--- src/rtl/sys_feeder_pkg.sv ---
// Shared types and constants for the 2x2 systolic-array feeder.
package sys_feeder_pkg;

  localparam int SYS_COLS = 2;
  localparam logic [15:0] UB_COL_SIZE = 16'd2;

  typedef logic signed [15:0] fixed16_t;
  typedef fixed16_t [SYS_COLS-1:0] vector16_t;

  typedef enum logic [2:0] {
    ST_IDLE   = 3'd0,
    ST_W_CAP  = 3'd1,
    ST_PUSH0  = 3'd2,
    ST_PUSH1  = 3'd3,
    ST_STREAM = 3'd4,
    ST_DRAIN  = 3'd5
  } sys_feeder_state_t;

endpackage

--- src/rtl/sys_feeder_skew.sv ---
// One-stage data+valid delay; data is forced to zero when the input is not valid.
module sys_skew_reg #(
  parameter int DATA_W = 16
) (
  input  logic              clk,
  input  logic              rst,
  input  logic              vld_in,
  input  logic [DATA_W-1:0] data_in,
  output logic              vld_out,
  output logic [DATA_W-1:0] data_out
);

  logic              vld_d, vld_q;
  logic [DATA_W-1:0] data_d, data_q;

  always_comb begin
    vld_d  = vld_in;
    data_d = vld_in ? data_in : '0;
  end

  always_ff @(posedge clk or negedge rst) begin
    if (!rst) begin
      vld_q  <= 1'b0;
      data_q <= '0;
    end else begin
      vld_q  <= vld_d;
      data_q <= data_d;
    end
  end

  assign vld_out  = vld_q;
  assign data_out = data_q;

endmodule

--- src/rtl/sys_feeder.sv ---
// Feeds one weight tile and a stream of activation rows into the 2x2 systolic array.
// Optional weight reuse (skip weight load) is enabled by defining SYS_FEEDER_REUSE_W_EN.
module sys_feeder
  import sys_feeder_pkg::*;
#(
  parameter int DATA_W    = 16,
  parameter int ROW_CNT_W = 16
) (
  input  logic                   clk,
  input  logic                   rst,
  input  logic                   start_in,
`ifdef SYS_FEEDER_REUSE_W_EN
  input  logic                   reuse_w_in,
`endif
  input  logic                   w_valid_in,
  output logic                   w_ready_out,
  input  logic [2*DATA_W-1:0]    w_row_in,
  input  logic                   a_valid_in,
  output logic                   a_ready_out,
  input  logic [2*DATA_W-1:0]    a_row_in,
  input  logic                   a_last_in,
  output logic [DATA_W-1:0]      sys_weight_in_x1,
  output logic [DATA_W-1:0]      sys_weight_in_x2,
  output logic                   sys_accept_w_1,
  output logic                   sys_accept_w_2,
  output logic                   sys_switch_in,
  output logic [DATA_W-1:0]      sys_data_in_1x,
  output logic [DATA_W-1:0]      sys_data_in_2x,
  output logic                   sys_start,
  output logic [15:0]            ub_rd_col_size_out,
  output logic                   ub_rd_col_size_valid_out,
  output logic [ROW_CNT_W-1:0]   rows_sent_out,
  output logic                   busy_out,
  output logic                   done_out
);

  localparam logic [ROW_CNT_W-1:0] ROW_ONE = {{(ROW_CNT_W-1){1'b0}}, 1'b1};

  function automatic logic [ROW_CNT_W-1:0] sat_inc(input logic [ROW_CNT_W-1:0] v);
    return (&v) ? v : v + ROW_ONE;
  endfunction

  sys_feeder_state_t state_d, state_q;
  logic [SYS_COLS-1:0][SYS_COLS-1:0][DATA_W-1:0] wb_d, wb_q;
  logic                 w_cnt_d, w_cnt_q;
  logic                 reuse_d, reuse_q;
  logic                 last_hs_d, last_hs_q;
  logic                 w_ready_d, w_ready_q;
  logic                 a_ready_d, a_ready_q;
  logic [DATA_W-1:0]    x1_d, x1_q, x2_d, x2_q;
  logic                 acc1_d, acc1_q, acc2_d, acc2_q, switch_d, switch_q;
  logic [DATA_W-1:0]    lane1_d, lane1_q, lane2_d, lane2_q;
  logic                 act_vld_d, act_vld_q;
  logic                 col_vld_d, col_vld_q;
  logic [ROW_CNT_W-1:0] rows_d, rows_q;
  logic                 busy_d, busy_q, done_d, done_q;

  logic                 w_hs, a_hs, start_ok, push_en;
  logic                 skew_vld;
  logic [DATA_W-1:0]    skew_data;

  assign w_hs     = w_valid_in & w_ready_q;
  assign a_hs     = a_valid_in & a_ready_q;
  assign start_ok = (state_q == ST_IDLE) & start_in;

  // Lane 2 runs one cycle behind lane 1 through this delay stage.
  sys_skew_reg #(.DATA_W(DATA_W)) u_skew (
    .clk      (clk),
    .rst      (rst),
    .vld_in   (a_hs),
    .data_in  (a_row_in[2*DATA_W-1:DATA_W]),
    .vld_out  (skew_vld),
    .data_out (skew_data)
  );

  always_comb begin
    state_d   = state_q;
    wb_d      = wb_q;
    w_cnt_d   = w_cnt_q;
    reuse_d   = reuse_q;
    rows_d    = rows_q;
    last_hs_d = a_hs & a_last_in;

    if (start_ok) begin
      rows_d  = '0;
      w_cnt_d = 1'b0;
`ifdef SYS_FEEDER_REUSE_W_EN
      reuse_d = reuse_w_in;
`else
      reuse_d = 1'b0;
`endif
    end else if (a_hs) begin
      rows_d = sat_inc(rows_q);
    end

    if (w_hs) begin
      wb_d[w_cnt_q] = w_row_in;
      w_cnt_d       = ~w_cnt_q;
    end

    // DRAIN comes two cycles after the last row is accepted, once lane 2 has it.
    case (state_q)
      ST_IDLE:   if (start_in) state_d = reuse_d ? ST_PUSH1 : ST_W_CAP;
      ST_W_CAP:  if (w_hs && w_cnt_q) state_d = ST_PUSH0;
      ST_PUSH0:  state_d = ST_PUSH1;
      ST_PUSH1,
      ST_STREAM: state_d = last_hs_q ? ST_DRAIN : ST_STREAM;
      ST_DRAIN:  state_d = ST_IDLE;
      default:   state_d = ST_IDLE;
    endcase

    push_en   = ~reuse_d;
    w_ready_d = (state_d == ST_W_CAP);
    a_ready_d = ((state_d == ST_PUSH0) || (state_d == ST_PUSH1) || (state_d == ST_STREAM))
                && !(a_hs && a_last_in);
    col_vld_d = (state_d != ST_IDLE) && (state_d != ST_W_CAP);
    busy_d    = (state_d != ST_IDLE);
    done_d    = (state_q == ST_DRAIN);

    // Rows go in reverse order; column 2 trails column 1 by one cycle.
    acc1_d   = push_en & ((state_d == ST_PUSH0) || (state_d == ST_PUSH1));
    acc2_d   = push_en & ((state_d == ST_PUSH1) || (state_q == ST_PUSH1));
    switch_d = acc2_d;
    x1_d     = x1_q;
    x2_d     = x2_q;
    if (push_en && state_d == ST_PUSH0)      x1_d = wb_d[1][0];
    else if (push_en && state_d == ST_PUSH1) x1_d = wb_d[0][0];
    if (push_en && state_d == ST_PUSH1)      x2_d = wb_d[1][1];
    else if (push_en && state_q == ST_PUSH1) x2_d = wb_d[0][1];

    act_vld_d = a_hs;
    lane1_d   = a_hs ? a_row_in[DATA_W-1:0] : '0;
    lane2_d   = skew_vld ? skew_data : '0;
  end

  always_ff @(posedge clk or negedge rst) begin
    if (!rst) begin
      state_q   <= ST_IDLE;
      wb_q      <= '0;
      w_cnt_q   <= 1'b0;
      reuse_q   <= 1'b0;
      last_hs_q <= 1'b0;
      w_ready_q <= 1'b0;
      a_ready_q <= 1'b0;
      x1_q      <= '0;
      x2_q      <= '0;
      acc1_q    <= 1'b0;
      acc2_q    <= 1'b0;
      switch_q  <= 1'b0;
      lane1_q   <= '0;
      lane2_q   <= '0;
      act_vld_q <= 1'b0;
      col_vld_q <= 1'b0;
      rows_q    <= '0;
      busy_q    <= 1'b0;
      done_q    <= 1'b0;
    end else begin
      state_q   <= state_d;
      wb_q      <= wb_d;
      w_cnt_q   <= w_cnt_d;
      reuse_q   <= reuse_d;
      last_hs_q <= last_hs_d;
      w_ready_q <= w_ready_d;
      a_ready_q <= a_ready_d;
      x1_q      <= x1_d;
      x2_q      <= x2_d;
      acc1_q    <= acc1_d;
      acc2_q    <= acc2_d;
      switch_q  <= switch_d;
      lane1_q   <= lane1_d;
      lane2_q   <= lane2_d;
      act_vld_q <= act_vld_d;
      col_vld_q <= col_vld_d;
      rows_q    <= rows_d;
      busy_q    <= busy_d;
      done_q    <= done_d;
    end
  end

  assign w_ready_out              = w_ready_q;
  assign a_ready_out              = a_ready_q;
  assign sys_weight_in_x1         = x1_q;
  assign sys_weight_in_x2         = x2_q;
  assign sys_accept_w_1           = acc1_q;
  assign sys_accept_w_2           = acc2_q;
  assign sys_switch_in            = switch_q;
  assign sys_data_in_1x           = lane1_q;
  assign sys_data_in_2x           = lane2_q;
  assign sys_start                = act_vld_q;
  assign ub_rd_col_size_out       = UB_COL_SIZE;
  assign ub_rd_col_size_valid_out = col_vld_q;
  assign rows_sent_out            = rows_q;
  assign busy_out                 = busy_q;
  assign done_out                 = done_q;

endmodule

--- config.mk ---
export PLATFORM = sky130hd
export DESIGN_NAME = sys_feeder
export DESIGN_NICKNAME = d
export VERILOG_FILES = /design/src/rtl/sys_feeder_pkg.sv /design/src/rtl/sys_feeder_skew.sv /design/src/rtl/sys_feeder.sv
export SDC_FILE = /design/constraint.sdc
export NUM_CORES = 1
export LEC_CHECK = 0
export ABC_AREA = 1
export BUFFER_PORTS_ARGS = -buffer_cell sky130_fd_sc_hd__buf_4
export CORE_ASPECT_RATIO = 0.75
export CORE_MARGIN = 1.5
export CORE_UTILIZATION = 46
export DETAILED_ROUTE_END_ITERATION = 10
export MAX_ROUTING_LAYER = met4
export PLACE_DENSITY = 0.73
export RECOVER_POWER = 100
export SLEW_MARGIN = 20
export SYNTH_ARGS = -nofsm -noshare
export SYNTH_HDL_FRONTEND = slang
export SYNTH_SLANG_ARGS = --single-unit
--- constraint.sdc ---
create_clock -name clk -period 2.14 [get_ports clk]
set_input_delay 0.107 -clock clk [delete_from_list [all_inputs] [get_ports clk]]
set_output_delay 0.107 -clock clk [all_outputs]
set_load 0.02 [all_outputs]
==> flow_metrics.tcl <==
set metrics [dict create \
    outcome "complete, no violations" \
    avgSynthCellArea_sq_um 9.16 \
    cts.clk_slew.worst_paths_ns 0.07 \
    fmax_mhz 527 \
    port_buffers 158 \
    gr-total-overflow 0 \
    drtIter0Drc 390 \
    rows 39 \
    grt_max_degree 49 \
    ir_worst_vdd_v 0.000691 \
    finalNonFillerCells 1210 \
    yosysSeqAreaShare 0.611 \
    final_area_sq_um 9250 \
    fin_skew_ns 0.00845 \
    io_pins 175 \
    area_growth_pct 29.8 \
    critPathBufInv 1 \
    cts_tree "built" \
    dpl_cell_area_sq_um 8430 \
    power.density_nw_per_um2 1170 \
    worst-path-max-fanout 13 \
    timing.hold.ws_ns 0.0157 \
    dp_cells 1119 \
    ctsResizeCount 0 \
    hpwl_mm 10.5 \
    n_antenna_cell 0 \
    yosysUniqueCellTypes 30 \
    hp-class "input pin to register" \
    fin_crit_ns 1.90 \
    drc 0 \
    htreeDepth 4 \
    die_w_microns 147 \
    max_slew.worst_pin.slew_ns 1.13 \
    drtPass1Iterations 5 \
    post-route-util 0.610 \
    die_h_microns 111 \
    grt_setup_unrepaired "false" \
    layout_setup_ws_ns 0.241 \
    place.gp.congestion 0.824 \
    hold_viol_final 0 \
    vias 5685 \
    final_nets 1063 \
    via_per_inst 4.70 \
    p_leak_nw 4.89 \
    cp-start-kind "register" \
    antenna_found_initial 0 \
    max_slew_margin 0.244 \
    cpPeakStageDelay_ns 0.43 \
    cap_violations 0 \
    gr-usage-all-layers 0.223 \
    cp.arrival_ns 2.21 \
    finalWirelength_mm 16.7 \
    setup-violations-final 0 \
    worstPathRequired_ns 2.45 \
    end_kind "register" \
    power.total_mw 10.8 \
    rrSetupSlack_ns 0.24 \
    dp_worst_setup_slack_ns 0.315 \
    core_sq_um 15200 \
    cp_slowest_cell "dfrtp_1" \
    synth-seq-cells 174 \
    crit_chain "ha_1 -> nand2_2 -> nor2_1 -> nand2_4 -> nor2_8 -> o21ai_4 -> clkinvlp_4 -> nand2_1 -> nand2_1" \
    clk_path_buf_depth 2 \
    slew_viol_final 0 \
    first_global_vias 5584 \
    dieArea_sq_um 16300 \
    clk_latency_ns 0.42 \
    initial_core_util 0.470 \
    wl_per_cell_microns 13.8 \
    crit_type "register to register" \
    detail-route-antenna-nets 0 \
    tns_ns 0 \
    period_share 0.887 \
    drive_gt1_frac 0.126 \
    post_synth_inst_count 779 \
    syn-cell-area_sq_um 7130 \
    clock-root-buffer "clkbuf_16" \
    cp_top_family "simple AND/OR/NAND/NOR gates" \
    cts_made_buffers 17 \
    yosys_warnings 0 \
    fill_cells 1366 \
    cts_sinks 174 \
    grt_pass1_wl_mm 27.8 \
    crit_top_cell "nand2_1" \
]
flip-flops by register name, indices dropped and copies added (netlist names):
signal and cells:
a_ready_out 1, reuse_q 1, done_out 1, w_cnt_q 1, u_skew.data_out 16, rows_sent_out 16, sys_switch_in 1, ub_rd_col_size_valid_out 1
wb_q 64, sys_data_in_2x 16, u_skew.vld_out 1, sys_data_in_1x 16, busy_out 1, last_hs_q 1, sys_accept_w_1 1, state_q 3
w_ready_out 1, sys_weight_in_x2 16, sys_weight_in_x1 16
cell families after synthesis:
kind of cell    after synthesis  share of synthesized area
other cells                   2                    0.00105
buf+inv                     153                      0.103
xor+xnor                      6                    0.00737
compound gates               88                     0.0644
fa+ha+maj                     1                    0.00175
simple gates                355                      0.212
flops                       174                      0.611
worst paths after layout:
check	startpoint	depth (start not counted)	end
max	rows_sent_out[0]$_DFFE_PN0P_	9	rows_sent_out[1]$_DFFE_PN0P_
min	w_valid_in	4	w_cnt_q$_DFFE_PN0P_
max reg2reg	rows_sent_out[0]$_DFFE_PN0P_	9	rows_sent_out[1]$_DFFE_PN0P_
min reg2reg	u_skew.data_out[1]$_DFF_PN0_	2	sys_data_in_2x[1]$_DFF_PN0_
max in group asynchronous	rst	3	wb_q[10]$_DFF_PN0_
min in group asynchronous	rst	2	wb_q[55]$_DFF_PN0_
metal layers:
layer / vias up / global-route usage / part of all wire
li1: 2802 / - / -
met1: 2688 / 0.314 / 0.47
met2: 181 / 0.329 / 0.46
met3: 14 / 0.0457 / 0.059
met4: 0 / 0.0646 / 0.010
met5: - / - / 0
Yosys cell counts, drive strengths merged:
master | n | area, sq um
conb | 2 | 7.51
dfrtp | 174 | 4350
clkbuf | 9 | 35.0
nor2 | 59 | 255
inv | 105 | 399
nand3 | 49 | 245
nor3b | 1 | 7.51
nor3 | 2 | 15.0
xor2 | 6 | 52.6
or2 | 2 | 12.5
nand4 | 15 | 93.8
buf | 39 | 298
ha | 1 | 12.5
o21ai | 85 | 437
o21bai | 3 | 22.5
nand2 | 227 | 885
repair_timing:
| item | 4_1_cts | 5_1_grt |
|---|---|---|
| setup endpoints to repair | 0 | 0 |
| buffers inserted | 0 | 0 |
| hold buffers | 59 | 0 |
| endpoints found under the hold margin | 104 | 0 |
placed cells by master (no fill, tap or decap), types with 2 or more instances in the layout:
| master | instances |
|---|---|
| buf_12 | 2 |
| buf_4 | 71 |
| bufinv_16 | 4 |
| clkbuf_1 | 90 |
| clkbuf_16 | 17 |
| clkbuf_2 | 4 |
| clkbuf_4 | 2 |
| clkinv_4 | 2 |
| clkinvlp_4 | 2 |
| conb_1 | 16 |
| dfrtp_1 | 174 |
| dlygate4sd3_1 | 59 |
| inv_1 | 100 |
| inv_2 | 4 |
| inv_6 | 5 |
| nand2_1 | 221 |
| nand2_2 | 5 |
| nand3_1 | 49 |
| nand4_1 | 15 |
| nor2_1 | 56 |
| nor3_1 | 2 |
| o21ai_0 | 79 |
| o21ai_1 | 5 |
| o21bai_1 | 3 |
| xor2_1 | 6 |
power breakdown:
group	internal [mW]	total, mW	switching, mW
Combinational	0.899	2.87	1.97
Clock	1.98	3.33	1.35
Sequential	4.22	4.62	0.400
Total	7.11	10.8	3.72
area by class of cell:
cell class | instances | area (sq um) | share of cell area
sequential | 174 | 4350 | 0.471
multi-input combinational | 466 | 2070 | 0.224
timing repair buffer | 228 | 1540 | 0.166
clock buffer | 18 | 429 | 0.0464
inverter | 105 | 398 | 0.0430
tap | 205 | 256 | 0.0277
clock inverter | 14 | 205 | 0.0222
tightest hold or removal path, stage by stage:
cell and delay, ns:
buf_4 0.08, nand2_1 0.07, nand3_1 0.09, nand2_1 0.05
(Power assumes the default switching activity.)
